<file path="config.mk">
export PLATFORM = sky130hd
export DESIGN_NAME = dmem_arbiter
export DESIGN_NICKNAME = d
export VERILOG_FILES = /design/src/rtl/dmem_arb_pkg.sv /design/src/rtl/rr_pick2.sv /design/src/rtl/dmem_arbiter.sv
export SDC_FILE = /design/constraint.sdc
export NUM_CORES = 1
export LEC_CHECK = 0
export CORE_AREA = 2 2 209 211
export DETAILED_ROUTE_END_ITERATION = 12
export DIE_AREA = 0 0 211 213
export PLACE_DENSITY = 0.56
export SLEW_MARGIN = 20
export SYNTH_ARGS = -nofsm -noshare
export SYNTH_HDL_FRONTEND = slang
export SYNTH_SLANG_ARGS = --single-unit
export TNS_END_PERCENT = 1
</file>
<file path="constraint.sdc">
create_clock -name clk -period 2 [get_ports clk]
set_input_delay 0.4 -clock clk [delete_from_list [all_inputs] [get_ports clk]]
set_output_delay 0.4 -clock clk [all_outputs]
set_load 0.1 [all_outputs]
</file>
<file path="src/rtl/dmem_arb_pkg.sv">
// Shared types and constants for the two-port data-memory arbiter.
package dmem_arb_pkg;

    // Arbiter FSM states
    typedef enum logic [1:0] {
        IDLE  = 2'd0,
        ISSUE = 2'd1,
        WAIT  = 2'd2,
        DONE  = 2'd3
    } arb_state_t;

    // Every access moves one 64-bit doubleword
    localparam logic [3:0] XFER_BYTES = 4'b1000;

    // Requester port ids
    localparam logic PORT_CPU = 1'b0;
    localparam logic PORT_LDR = 1'b1;

    // A doubleword access must sit on an 8-byte boundary
    function automatic logic is_misaligned(input logic [2:0] low_bits);
        return (low_bits != 3'b000);
    endfunction

endpackage

</file>
<file path="src/rtl/rr_pick2.sv">
// Two-way round-robin winner selection; purely combinational.
module rr_pick2
    import dmem_arb_pkg::*;
(
    input  logic [1:0] i_req,
    input  logic       i_last,
    output logic       o_id,
    output logic       o_valid
);

    // Lone requester always wins; on contention the port not granted last wins
    always_comb begin
        o_valid = |i_req;
        o_id    = PORT_CPU;
        if (i_req == 2'b11) begin
            o_id = ~i_last;
        end else if (i_req[1]) begin
            o_id = PORT_LDR;
        end
    end

endmodule

</file>
<file path="src/rtl/dmem_arbiter.sv">
// Arbitrates the CPU and loader/debug ports onto a single data memory with
// a fixed issue-to-data latency. One access is in flight at a time.
module dmem_arbiter
    import dmem_arb_pkg::*;
#(
    parameter int MEM_LAT = 1,
    parameter int ADDR_W  = 64,
    parameter int DATA_W  = 64
) (
    input  logic              clk,
    input  logic              reset,
    input  logic [1:0]        req,
    input  logic [1:0]        we,
    input  logic [ADDR_W-1:0] addr0,
    input  logic [ADDR_W-1:0] addr1,
    input  logic [DATA_W-1:0] wdata0,
    input  logic [DATA_W-1:0] wdata1,
    output logic [1:0]        ack,
    output logic              err,
    output logic [DATA_W-1:0] rdata,
    output logic              cpu_stall,
    output logic              busy,
    output logic [ADDR_W-1:0] mem_address,
    output logic [DATA_W-1:0] mem_write_data,
    output logic              mem_write_enable,
    output logic              mem_read_enable,
    output logic [3:0]        mem_xfer_size,
    input  logic [DATA_W-1:0] mem_read_data
);

    // WAIT cycles after ISSUE; zero means the data is ready during ISSUE
    localparam logic [3:0] LAT_M1    = 4'(MEM_LAT - 1);
    localparam logic       SKIP_WAIT = (MEM_LAT == 1);

    arb_state_t          r_state;
    arb_state_t          w_next;

    logic                r_id;
    logic                r_we;
    logic                r_mis;
    logic                r_last;
    logic [ADDR_W-1:0]   r_addr;
    logic [DATA_W-1:0]   r_wdata;
    logic [DATA_W-1:0]   r_rdata;
    logic [3:0]          r_cnt;

    logic                w_pick_id;
    logic                w_pick_vld;
    logic                w_latch;
    logic                w_last_beat;
    logic                w_capture;
    logic                w_sel_we;
    logic [ADDR_W-1:0]   w_sel_addr;
    logic [DATA_W-1:0]   w_sel_wdata;

    rr_pick2 u_pick (
        .i_req   (req),
        .i_last  (r_last),
        .o_id    (w_pick_id),
        .o_valid (w_pick_vld)
    );

    // Route the winning port's fields toward the latch
    always_comb begin
        w_sel_we    = we[w_pick_id];
        w_sel_addr  = w_pick_id ? addr1  : addr0;
        w_sel_wdata = w_pick_id ? wdata1 : wdata0;
    end

    assign w_latch     = (r_state == IDLE) && w_pick_vld;
    // Memory data is valid during the last cycle before DONE
    assign w_last_beat = ((r_state == ISSUE) && SKIP_WAIT) ||
                         ((r_state == WAIT) && (r_cnt <= 4'd1));
    assign w_capture   = w_last_beat && !r_we && !r_mis;

    // State register
    always_ff @(posedge clk or negedge reset) begin
        if (!reset) begin
            r_state <= IDLE;
        end else begin
            r_state <= w_next;
        end
    end

    // Next-state logic
    always_comb begin
        w_next = r_state;
        unique case (r_state)
            IDLE:    if (w_pick_vld) w_next = ISSUE;
            ISSUE:   w_next = (r_mis || SKIP_WAIT) ? DONE : WAIT;
            WAIT:    if (r_cnt <= 4'd1) w_next = DONE;
            DONE:    w_next = IDLE;
            default: w_next = IDLE;
        endcase
    end

    // Latch the granted request, run the WAIT down-counter, track last grant
    always_ff @(posedge clk or negedge reset) begin
        if (!reset) begin
            r_id    <= PORT_CPU;
            r_we    <= 1'b0;
            r_mis   <= 1'b0;
            r_addr  <= '0;
            r_wdata <= '0;
            r_cnt   <= 4'd0;
            // Pretend the loader went last so the CPU wins the first tie
            r_last  <= PORT_LDR;
        end else begin
            if (w_latch) begin
                r_id    <= w_pick_id;
                r_we    <= w_sel_we;
                r_mis   <= is_misaligned(w_sel_addr[2:0]);
                r_addr  <= w_sel_addr;
                r_wdata <= w_sel_wdata;
                r_cnt   <= LAT_M1;
            end else if (r_state == WAIT) begin
                r_cnt   <= r_cnt - 4'd1;
            end
            if (r_state == DONE) begin
                r_last  <= r_id;
            end
        end
    end

    // Load data register; writes and misaligned accesses leave it untouched
    always_ff @(posedge clk or negedge reset) begin
        if (!reset) begin
            r_rdata <= '0;
        end else if (w_capture) begin
            r_rdata <= mem_read_data;
        end
    end

    // Output decode: enables only in ISSUE, completion pulse only in DONE
    always_comb begin
        ack              = 2'b00;
        err              = 1'b0;
        mem_write_enable = 1'b0;
        mem_read_enable  = 1'b0;
        busy             = (r_state != IDLE);
        if ((r_state == ISSUE) && !r_mis) begin
            mem_write_enable = r_we;
            mem_read_enable  = ~r_we;
        end
        if (r_state == DONE) begin
            ack[r_id] = 1'b1;
            err       = r_mis;
        end
    end

    assign cpu_stall      = req[0] & ~ack[0];
    assign rdata          = r_rdata;
    assign mem_address    = r_addr;
    assign mem_write_data = r_wdata;
    assign mem_xfer_size  = XFER_BYTES;

endmodule

</file>
==> key figures <==
Logic synthesis
  – Most used DFF post-synth: dfrtp_1
  – FF+latch count, synth: 202
  – Mux share of post-synthesis cell area: 24.9%
  – Seq/Total Area, Yosys: 55.1%
  – Post-Synth XOR/XNOR Area: 0.287%
  – Post-Syn Instances: 757
  – Mapped cell area: 9170 um^2
  – Adder-cell share of the synthesized area: 0.819%
  – Ys Warns: 0
  – EDFF count, synth: 0
  – Mean post-synth cell area: 12.1 um^2
  – Synth async-reset ratio: 100%
  – Synth Area in Simple Gates: 6.67%
  – Synth unique cells: 35
  – Compound-Gate Fraction of Synth Area: 7.80%
  – Largest family of logic cells by synthesized area: multiplexers

STA
  – Final TNS setup: -0.123 ns
  – Crit share post-route: 103%
  – Worst hold margin: 0.402 ns
  – Final Hold Fails: 0
  – RSZ-0062 raised after global routing: yes
  – Slew Limit Fails: 0
  – Final min period: 2.05 ns
  – Setup WS post-layout: -0.0524 ns
  – Fin Clk Skew: 0.0137 ns
  – Max Clock Freq: 487 MHz
  – Final setup violation count: 4

Clocking
  – Clock latency on the worst-skew pair: 0.53 ns
  – Clock tree buffer depth: 3
  – TritonCTS clock tree: done
  – Num Clock Sinks: 202
  – Root buffer cell: clkbuf_16
  – Clk slew on worst S/H paths: 0.06 ns
  – CTS Buf Count: 25
  – H-tree depth: 1

Critical path
  – Worst Path Arrival: 1.65 ns
  – Critical Path Fanout Max: 3
  – Worst r2r src: r_state[0]
  – Worst R2R End: rdata[13]
  – Critical path class: reg -> out
  – Critical Path RT: 1.60 ns
  – Critical path origin: r_state[1]
  – Register-to-Register Path Depth: 7
  – R2R setup slack: 0.06 ns
  – Critical path endpoint category: output port
  – Crit path capture: mem_read_enable
  – Worst Setup Start Kind: register

Drt
  – Drt first pass iters: 4
  – DRC viols: 0
  – Vias: 7,671
  – Drt total wl: 31,700 um
  – Antenna Nets Post-Route: 0
  – Post-detailed-route wirelength per cell: 16.8 um
  – DR iter-0 viols: 286
  – Vias per Instance: 4.06

GRT
  – Met1 Usage GRT: 15.1%
  – Largest net degree at the start of global routing: 49
  – Vias in the first global route: 8,033
  – GRT overflow: 0
  – First-pass GRT wire length: 47,000 um
  – GR peak layer: met2
  – All-layer global routing usage: 13.4%
  – GR Util met3: 4.50%
  – Initial antenna violation count: 0
  – GR Util met2: 24.6%

Flow run
  – Max-Cap Viols: 0

Final layout
  – Most common cell after layout, fill and taps aside: clkdlybuf4s50_1
  – Layout Nets: 1,657
  – Area growth syn-to-layout: 76.1%
  – Most frequent cells in the layout: 324 x clkdlybuf4s50_1, 235 x buf_4, 199 x dfrtp_1, 131 x nand2_1, 130 x mux2i_1
  – Share of layout cells above drive strength 1: 29.5%
  – Diodes inserted: 0
  – Filler instances: 4,193

Floorplan
  – Core ar.: 42,700 um^2
  – Die Y: 213 um
  – Core Rows: 76
  – Initial cell density of the core: 21.5%
  – Ports: 529
  – Die width: 211 um
  – Die ar.: 44,900 um^2

Placement
  – Detailed Place HPWL: 25,500 um
  – Port Buffers: 524
  – Gpl congestion: 0.773

Hold path
  – Hold crit path type: in -> async

Status
  – Failing checks: negative setup slack
  – Status: finished with violations
==> how the worst min path moves through the flow <==
stage / start / endpoint / slack [ns] / cells after the start
CTS: reset / rdata[34] / 0.39 / 2
detailed placement: reset / rdata[34] / 0.40 / 1
global route: reset / rdata[34] / 0.42 / 2
floorplan: reset / mem_address[0] / 0.10 / 0
global placement: reset / rdata[34] / 0.39 / 1
finish: reset / rdata[41] / 0.40 / 2
==> state kept, by name, indices dropped and copies added, names as in the netlist <==
register	cells
mem_write_data	64
r_cnt	4
r_state	2
rdata	64
r_last	1
r_we	1
r_id	1
mem_address	64
r_mis	1
==> cells in the mapped netlist, types with 2 or more instances <==
cell      count  area [um^2]
nor2b_1       3         18.8
buf_4        11         82.6
dfrtp_1     201         5030
nand2_1     131          492
inv_1         7         26.3
clkbuf_1     12         45.0
buf_12        6          120
buf_2        23          115
mux2_4       64          961
ha_1          6         75.1
mux2_2        2         22.5
conb_1        2         7.51
nor2_1        7         26.3
nor3_1        2         10.0
and2_1        2         12.5
mux2i_1     130         1300
o21ai_1      60          300
o21ai_0      70          350
xnor2_1       2         17.5
==> routing by layer <==
metal	share of wire [%]	vias up	routed length, um
met4	1.3	0	419
li1	-	3742	-
met1	38	3563	12100
met3	9.8	27	3100
met5	0	-	0
met2	51	339	16100
==> layout make-up <==
| cell class | instances | area [um^2] | share of cell area (%) |
|---|---|---|---|
| flip-flops and latches | 202 | 5060 | 31.3 |
| well taps | 546 | 683 | 4.23 |
| multi-input cells | 497 | 3810 | 23.6 |
| clock buffers | 33 | 716 | 4.43 |
| inverters | 7 | 28.8 | 0.178 |
| clock inverters | 13 | 224 | 1.39 |
| repair buffers | 592 | 5630 | 34.8 |
==> worst max-delay path, stage by stage, from the launching register on <==
cell	delay [ns]
dfrtp_2	0.45
inv_4	0.07
ha_4	0.12
nor3b_4	0.19
buf_6	0.13
buf_12	0.16
==> stage by stage <==
step / std cells / setup slack [ns] / util (%) / instance area (um^2)
2_1_floorplan: 759 / -0.436 / - / 9190
3_3_place_gp: 1839 / -0.0235 / 35.4 / 15100
3_5_place_dp: 1839 / -0.0349 / 35.4 / 15100
4_1_cts: 1888 / -0.108 / 37.7 / 16100
5_1_grt: 1890 / -0.133 / 37.8 / 16100
6_report: 1890 / -0.0524 / 37.8 / 16100
==> logic make-up (layout without fill, tap and decap cells) <==
| group | count (synthesis) | count (layout) |
|---|---|---|
| XOR/XNOR | 3 | 3 |
| multiplexers | 196 | 196 |
| flip-flops | 202 | 202 |
| adder cells (fa/ha/maj) | 6 | 6 |
| AND/OR/NAND/NOR | 151 | 151 |
| AO/OA/AOI/OAI | 137 | 137 |
| buffers and inverters | 60 | 645 |
| other | 2 | 4 |
==> timing repair <==
item,4_1_cts,5_1_grt
setup buffers,2,2
hold buffers,1,0
gates resized for setup,12,4
endpoints found under the setup margin,7,41
pin swaps,1,0
hold endpoints to repair,40,0
Power is left out: the tool's default activity adds up to more than one toggle a clock period on the data nets, which glitch-free logic cannot reach.
==> RTL edit 1: new RTL, same settings <==
Register the output `err`, cleared by the reset; this adds one clock of latency there. The other outputs are not delayed to match.
--- a/src/rtl/dmem_arbiter.sv
+++ b/src/rtl/dmem_arbiter.sv
@@ -31,6 +31,8 @@
     // WAIT cycles after ISSUE; zero means the data is ready during ISSUE
     localparam logic [3:0] LAT_M1    = 4'(MEM_LAT - 1);
     localparam logic       SKIP_WAIT = (MEM_LAT == 1);
+
+    logic err_d;
 
     arb_state_t          r_state;
     arb_state_t          w_next;
@@ -134,7 +136,7 @@
     // Output decode: enables only in ISSUE, completion pulse only in DONE
     always_comb begin
         ack              = 2'b00;
-        err              = 1'b0;
+        err_d            = 1'b0;
         mem_write_enable = 1'b0;
         mem_read_enable  = 1'b0;
         busy             = (r_state != IDLE);
@@ -144,7 +146,7 @@
         end
         if (r_state == DONE) begin
             ack[r_id] = 1'b1;
-            err       = r_mis;
+            err_d     = r_mis;
         end
     end
 
@@ -154,5 +156,13 @@
     assign mem_write_data = r_wdata;
     assign mem_xfer_size  = XFER_BYTES;
 
+    always_ff @(posedge clk or negedge reset) begin
+        if (!reset) begin
+            err <= '0;
+        end else begin
+            err <= err_d;
+        end
+    end
+
 endmodule
 
Check against the original RTL: not equivalent (Yosys sat finds a counterexample within 4 cycles, from zero or initial values and one cycle with reset low).
==> RTL edit 1 against the original RTL <==
The flow still finishes with violations (negative setup slack); worst setup slack better by 0.041 ns; cell area is 1.6% lower; first-iteration DRC count down 16%; routed wire length shrank 0.85%; sequential cell count is 1 higher; synthesized area decreased by 1.7%; die area did not move; highest routed layer is now met5.
Power is not shown: default switching activity piles up to over one toggle a cycle in this logic, so the estimate is an artifact.
==> RTL edit 1: results (changes against the original RTL) <==
{| class="wikitable"
! Metric !! Value
|-
| Synth cell types || 33 (was 35)
|-
| Complex-gate fraction of the synthesized area || 7.94% (was 7.80%)
|-
| Number of buffers inserted by post-CTS setup repair || 4 (was 2)
|-
| Post-detail-place hpwl || 25,000 µm (was 25,500 µm)
|-
| Final Hold Slack || 0.421 ns (was 0.402 ns)
|-
| Met2 WL || 15,000 µm (was 16,100 µm)
|-
| Number of nets in the layout || 1,652 (was 1,657)
|-
| Via count of the first global-routing pass || 8,004 (was 8,033)
|-
| Number of vias in the routed layout || 7,653 (was 7,671)
|-
| Multiplexer area fraction after synthesis || 23.9% (was 24.9%)
|-
| Number of gates given a new drive strength after cts || 13 (was 12)
|-
| Routed WL || 31,400 µm (was 31,700 µm)
|-
| Final clock skew || 0.0111 ns (was 0.0137 ns)
|-
| DP Area || 14,900 µm² (was 15,100 µm²)
|-
| Top post-synthesis cells by count || 202 x sky130_fd_sc_hd__dfrtp_1, 132 x sky130_fd_sc_hd__nand2_1, 130 x sky130_fd_sc_hd__mux2i_1 (was 201 x sky130_fd_sc_hd__dfrtp_1, 131 x sky130_fd_sc_hd__nand2_1, 130 x sky130_fd_sc_hd__mux2i_1)
|-
| Number of failing setup endpoints in the final timing report || 1 (was 4)
|-
| Initial antenna violation count || 1 (was 0)
|-
| Share of the synthesized area in the top cell type || 56.1% (was 54.9%)
|-
| Final worst-path setup slack || -0.0113 ns (was -0.0524 ns)
|-
| Outcome || complete, but fails checks (unchanged)
|-
| Pin count of the biggest net entering global routing || 57 (was 49)
|-
| Fraction of final layout cells sized beyond drive strength 1 || 28.0% (was 29.5%)
|-
| Maximum net fanout on the critical path || 4 (was 3)
|-
| Met3 GRT Util || 4.54% (was 4.50%)
|-
| Failing checks || negative setup slack (unchanged)
|-
| Data arrival time of the critical path || 1.61 ns (was 1.65 ns)
|-
| Top routing layer used || met5 (was met4)
|-
| Total length of routed met3 wires || 2950 µm (was 3100 µm)
|-
| Routed met1 length || 12,700 µm (was 12,100 µm)
|-
| GR Util met2 || 22.9% (was 24.6%)
|-
| Worst flop-to-flop path endpoint || rdata[34]$_DFFE_PN0P_ (was rdata[13]$_DFFE_PN0P_)
|}
[RTL edit 1: cell types whose count changed in the layout (fill, tap and decap cells not counted), moves of 3 or more]
| cell | change |
|---|---|
| sky130_fd_sc_hd__clkinv_2 | +3 |
| sky130_fd_sc_hd__mux2_1 | +12 |
| sky130_fd_sc_hd__mux2_4 | -33 |
| sky130_fd_sc_hd__mux2_2 | +21 |
| sky130_fd_sc_hd__clkbuf_8 | -3 |
| sky130_fd_sc_hd__o21ai_0 | +52 |
| sky130_fd_sc_hd__buf_6 | -3 |
| sky130_fd_sc_hd__o21ai_1 | -52 |
[RTL edit 1: worst max-delay path by stage]
| stage | slack (ns) | startpoint | cells after the start | endpoint |
|---|---|---|---|---|
| floorplan | -0.09 | r_state[0]$_DFFE_PN0P_ | 3 | cpu_stall |
| global placement | -0.13 | req[1] | 6 | mem_address[29]$_DFFE_PN0P_ |
| detailed placement | -0.15 | req[1] | 6 | mem_write_data[12]$_DFFE_PN0P_ |
| CTS | -0.05 | r_state[1]$_DFFE_PN0P_ | 4 | cpu_stall |
| global route | -0.09 | r_state[1]$_DFFE_PN0P_ | 4 | cpu_stall |
| finish | -0.01 | r_state[0]$_DFFE_PN0P_ | 4 | cpu_stall |
[RTL edit 1: through the flow]
step | cells | TNS (ns)
4_1_cts | 1884 | -0.116
2_1_floorplan | 761 | -0.0909
3_5_place_dp | 1834 | -8.28
6_report | 1884 | -0.0113
5_1_grt | 1884 | -0.226
3_3_place_gp | 1834 | -6.60
[RTL edit 1: area by class of cell]
cell class / count / area, µm²
tap: 546 / 683
inverter: 7 / 26.3
sequential: 203 / 5080
timing repair buffer: 585 / 5540
clock inverter: 12 / 164
multi-input combinational: 498 / 3690
fill: 4221 / 26800
clock buffer: 33 / 696
==> RTL edit 2: new RTL, config.mk and constraints unchanged <==
Made on the original files. `ADDR_W`: 64 -> 96.
--- a/src/rtl/dmem_arbiter.sv
+++ b/src/rtl/dmem_arbiter.sv
@@ -4,7 +4,7 @@
     import dmem_arb_pkg::*;
 #(
     parameter int MEM_LAT = 1,
-    parameter int ADDR_W  = 64,
+    parameter int ADDR_W  = 96,
     parameter int DATA_W  = 64
 ) (
     input  logic              clk,
Interface: changed (resized addr0, addr1 and mem_address); port bits go from 529 to 625. No check against the original RTL was run, so the function may have changed too.
==> RTL edit 2 against the original RTL <==
The flow still finishes with violations (negative setup slack); synthesized cell count increased by 18%; sequential cell count rose by 32; non-clock buffer count rose by 100; highest routed layer is now met5; critical path depth is 1 lower; count of clock-buffer cells in the layout grew 1; synthesized area up 16%; worst setup slack worse by 0.024 ns; cell area grew 15%; core utilization up 5.6 points; routed wire length up 27%.
Power is left out: the tool's default activity adds up to more than one toggle a clock period on the data nets, which glitch-free logic cannot reach.
==> RTL edit 2: results (changes against the original RTL) <==
{| class="wikitable"
! Metric !! Value
|-
| Via-to-Cell Ratio || 4.29 (was 4.06)
|-
| Final clock skew || 0.0177 ns (was 0.0137 ns)
|-
| Final worst-path setup slack || -0.0768 ns (was -0.0524 ns)
|-
| Number of buffers inserted during clock tree synthesis || 28 (was 25)
|-
| Failing checks || negative setup slack (unchanged)
|-
| Count of mapped cells out of synthesis || 895 (was 757)
|-
| Number of failing setup endpoints in the final timing report || 3 (was 4)
|-
| Weighted congestion reported at the end of routability-driven placement || 0.839 (was 0.773)
|-
| Worst Reg2Reg Path Length in Cells || 8 (was 7)
|-
| Global router's overall resource usage || 17.2% (was 13.4%)
|-
| Leading post-synthesis cells by cell area || sky130_fd_sc_hd__dfrtp_1 55%, sky130_fd_sc_hd__mux2i_1 15%, sky130_fd_sc_hd__mux2_4 9.0% (was sky130_fd_sc_hd__dfrtp_1 55%, sky130_fd_sc_hd__mux2i_1 14%, sky130_fd_sc_hd__mux2_4 10%)
|-
| Via count of the first global-routing pass || 9,583 (was 8,033)
|-
| Top post-synthesis cells by count || 233 x sky130_fd_sc_hd__dfrtp_1, 163 x sky130_fd_sc_hd__nand2_1, 162 x sky130_fd_sc_hd__mux2i_1 (was 201 x sky130_fd_sc_hd__dfrtp_1, 131 x sky130_fd_sc_hd__nand2_1, 130 x sky130_fd_sc_hd__mux2i_1)
|-
| Path category of the worst min-delay check || input pin to asynchronous set/reset pin (unchanged)
|-
| Data arrival time of the critical path || 1.68 ns (was 1.65 ns)
|-
| DP Area || 17,400 µm² (was 15,100 µm²)
|-
| Fraction of final layout cells sized beyond drive strength 1 || 27.8% (was 29.5%)
|-
| Post-detail-place hpwl || 32,100 µm (was 25,500 µm)
|-
| Cell family contributing the most delay on the critical path || flip-flops (unchanged)
|-
| Most used flip-flop cell after synthesis || sky130_fd_sc_hd__dfrtp_1 (unchanged)
|-
| Sequential cell area fraction in the yosys report || 55.1% (about the same)
|-
| I/O Buffers || 620 (was 524)
|-
| First-pass GRT wire length || 59,100 µm (was 47,000 µm)
|-
| Routed len/inst || 19.0 µm (was 16.8 µm)
|-
| Number of nets in the layout || 1,952 (was 1,657)
|-
| Outcome || complete, but fails checks (unchanged)
|}
RTL edit 2: cell count changes in the layout (fill, tap and decap cells not counted), sizes merged:
cell,before,now
mux2i,130,162
inv,8,7
dfrtp,201,233
buf,266,303
clkinvlp,2,5
clkdlybuf4s50,324,388
nand2,131,163
o21ai,130,162
clkinv,4,7
RTL edit 2: through the flow:
stage / setup slack (ns) / utilization [%] / setup TNS [ns] / hold slack, ns
global placement: -0.0754 / 40.7 / -0.722 / 0.398
finish: -0.0768 / 43.4 / -0.201 / 0.390
CTS: -0.133 / 43.4 / -0.538 / 0.392
global route: -0.158 / 43.4 / -0.603 / 0.410
floorplan: -0.436 / - / -27.60 / 0.104
detailed placement: -0.103 / 40.7 / -2.16 / 0.395
RTL edit 2: timing repair:
action	CTS	global route
gates cloned	0	0
gates resized for setup	9	5
hold buffers	1	0
endpoints found under the hold margin	47	0
endpoints found under the setup margin	7	40
pin swaps	1	0
buffers inserted	4	1
RTL edit 2: logic make-up after synthesis:
group,Yosys count,share of synthesized area [%]
buffers and inverters,70,4.25
AO/OA/AOI/OAI,169,8.27
XOR/XNOR,3,0.247
other,2,0.0706
AND/OR/NAND/NOR,183,6.88
adder cells (fa/ha/maj),6,0.706
flip-flops,234,55.1
multiplexers,228,24.5
RTL edit 2: routing by layer:
metal / GRT usage [%] / part of all wire (%)
met4: 3.74 / 1.6
met5: 0 / 0.032
met2: 30.5 / 50
met3: 5.41 / 9.1
met1: 20.3 / 39
RTL edit 2: final cells by class:
cell class | count | area, µm²
clock inverter | 18 | 253
fill | 4069 | 24200
inverter | 7 | 28.8
multi-input combinational | 593 | 4410
tap | 546 | 683
sequential | 234 | 5860
timing repair buffer | 692 | 6520
clock buffer | 34 | 785
RTL edit 2: final timing paths:
| check | startpoint | end | slack (ns) |
|---|---|---|---|
| max in group asynchronous | reset | mem_address[60]$_DFFE_PN0P_ | 0.89 |
| worst max-delay path | r_state[0]$_DFFE_PN0P_ | err | -0.08 |
| worst min register to register | mem_address[56]$_DFFE_PN0P_ | mem_address[56]$_DFFE_PN0P_ | 0.48 |
| worst min-delay path | reset | mem_write_data[45]$_DFFE_PN0P_ | 0.39 |
| worst max register to register | r_state[1]$_DFFE_PN0P_ | rdata[30]$_DFFE_PN0P_ | 0.08 |
| min in group clk | mem_read_data[38] | rdata[38]$_DFFE_PN0P_ | 0.46 |
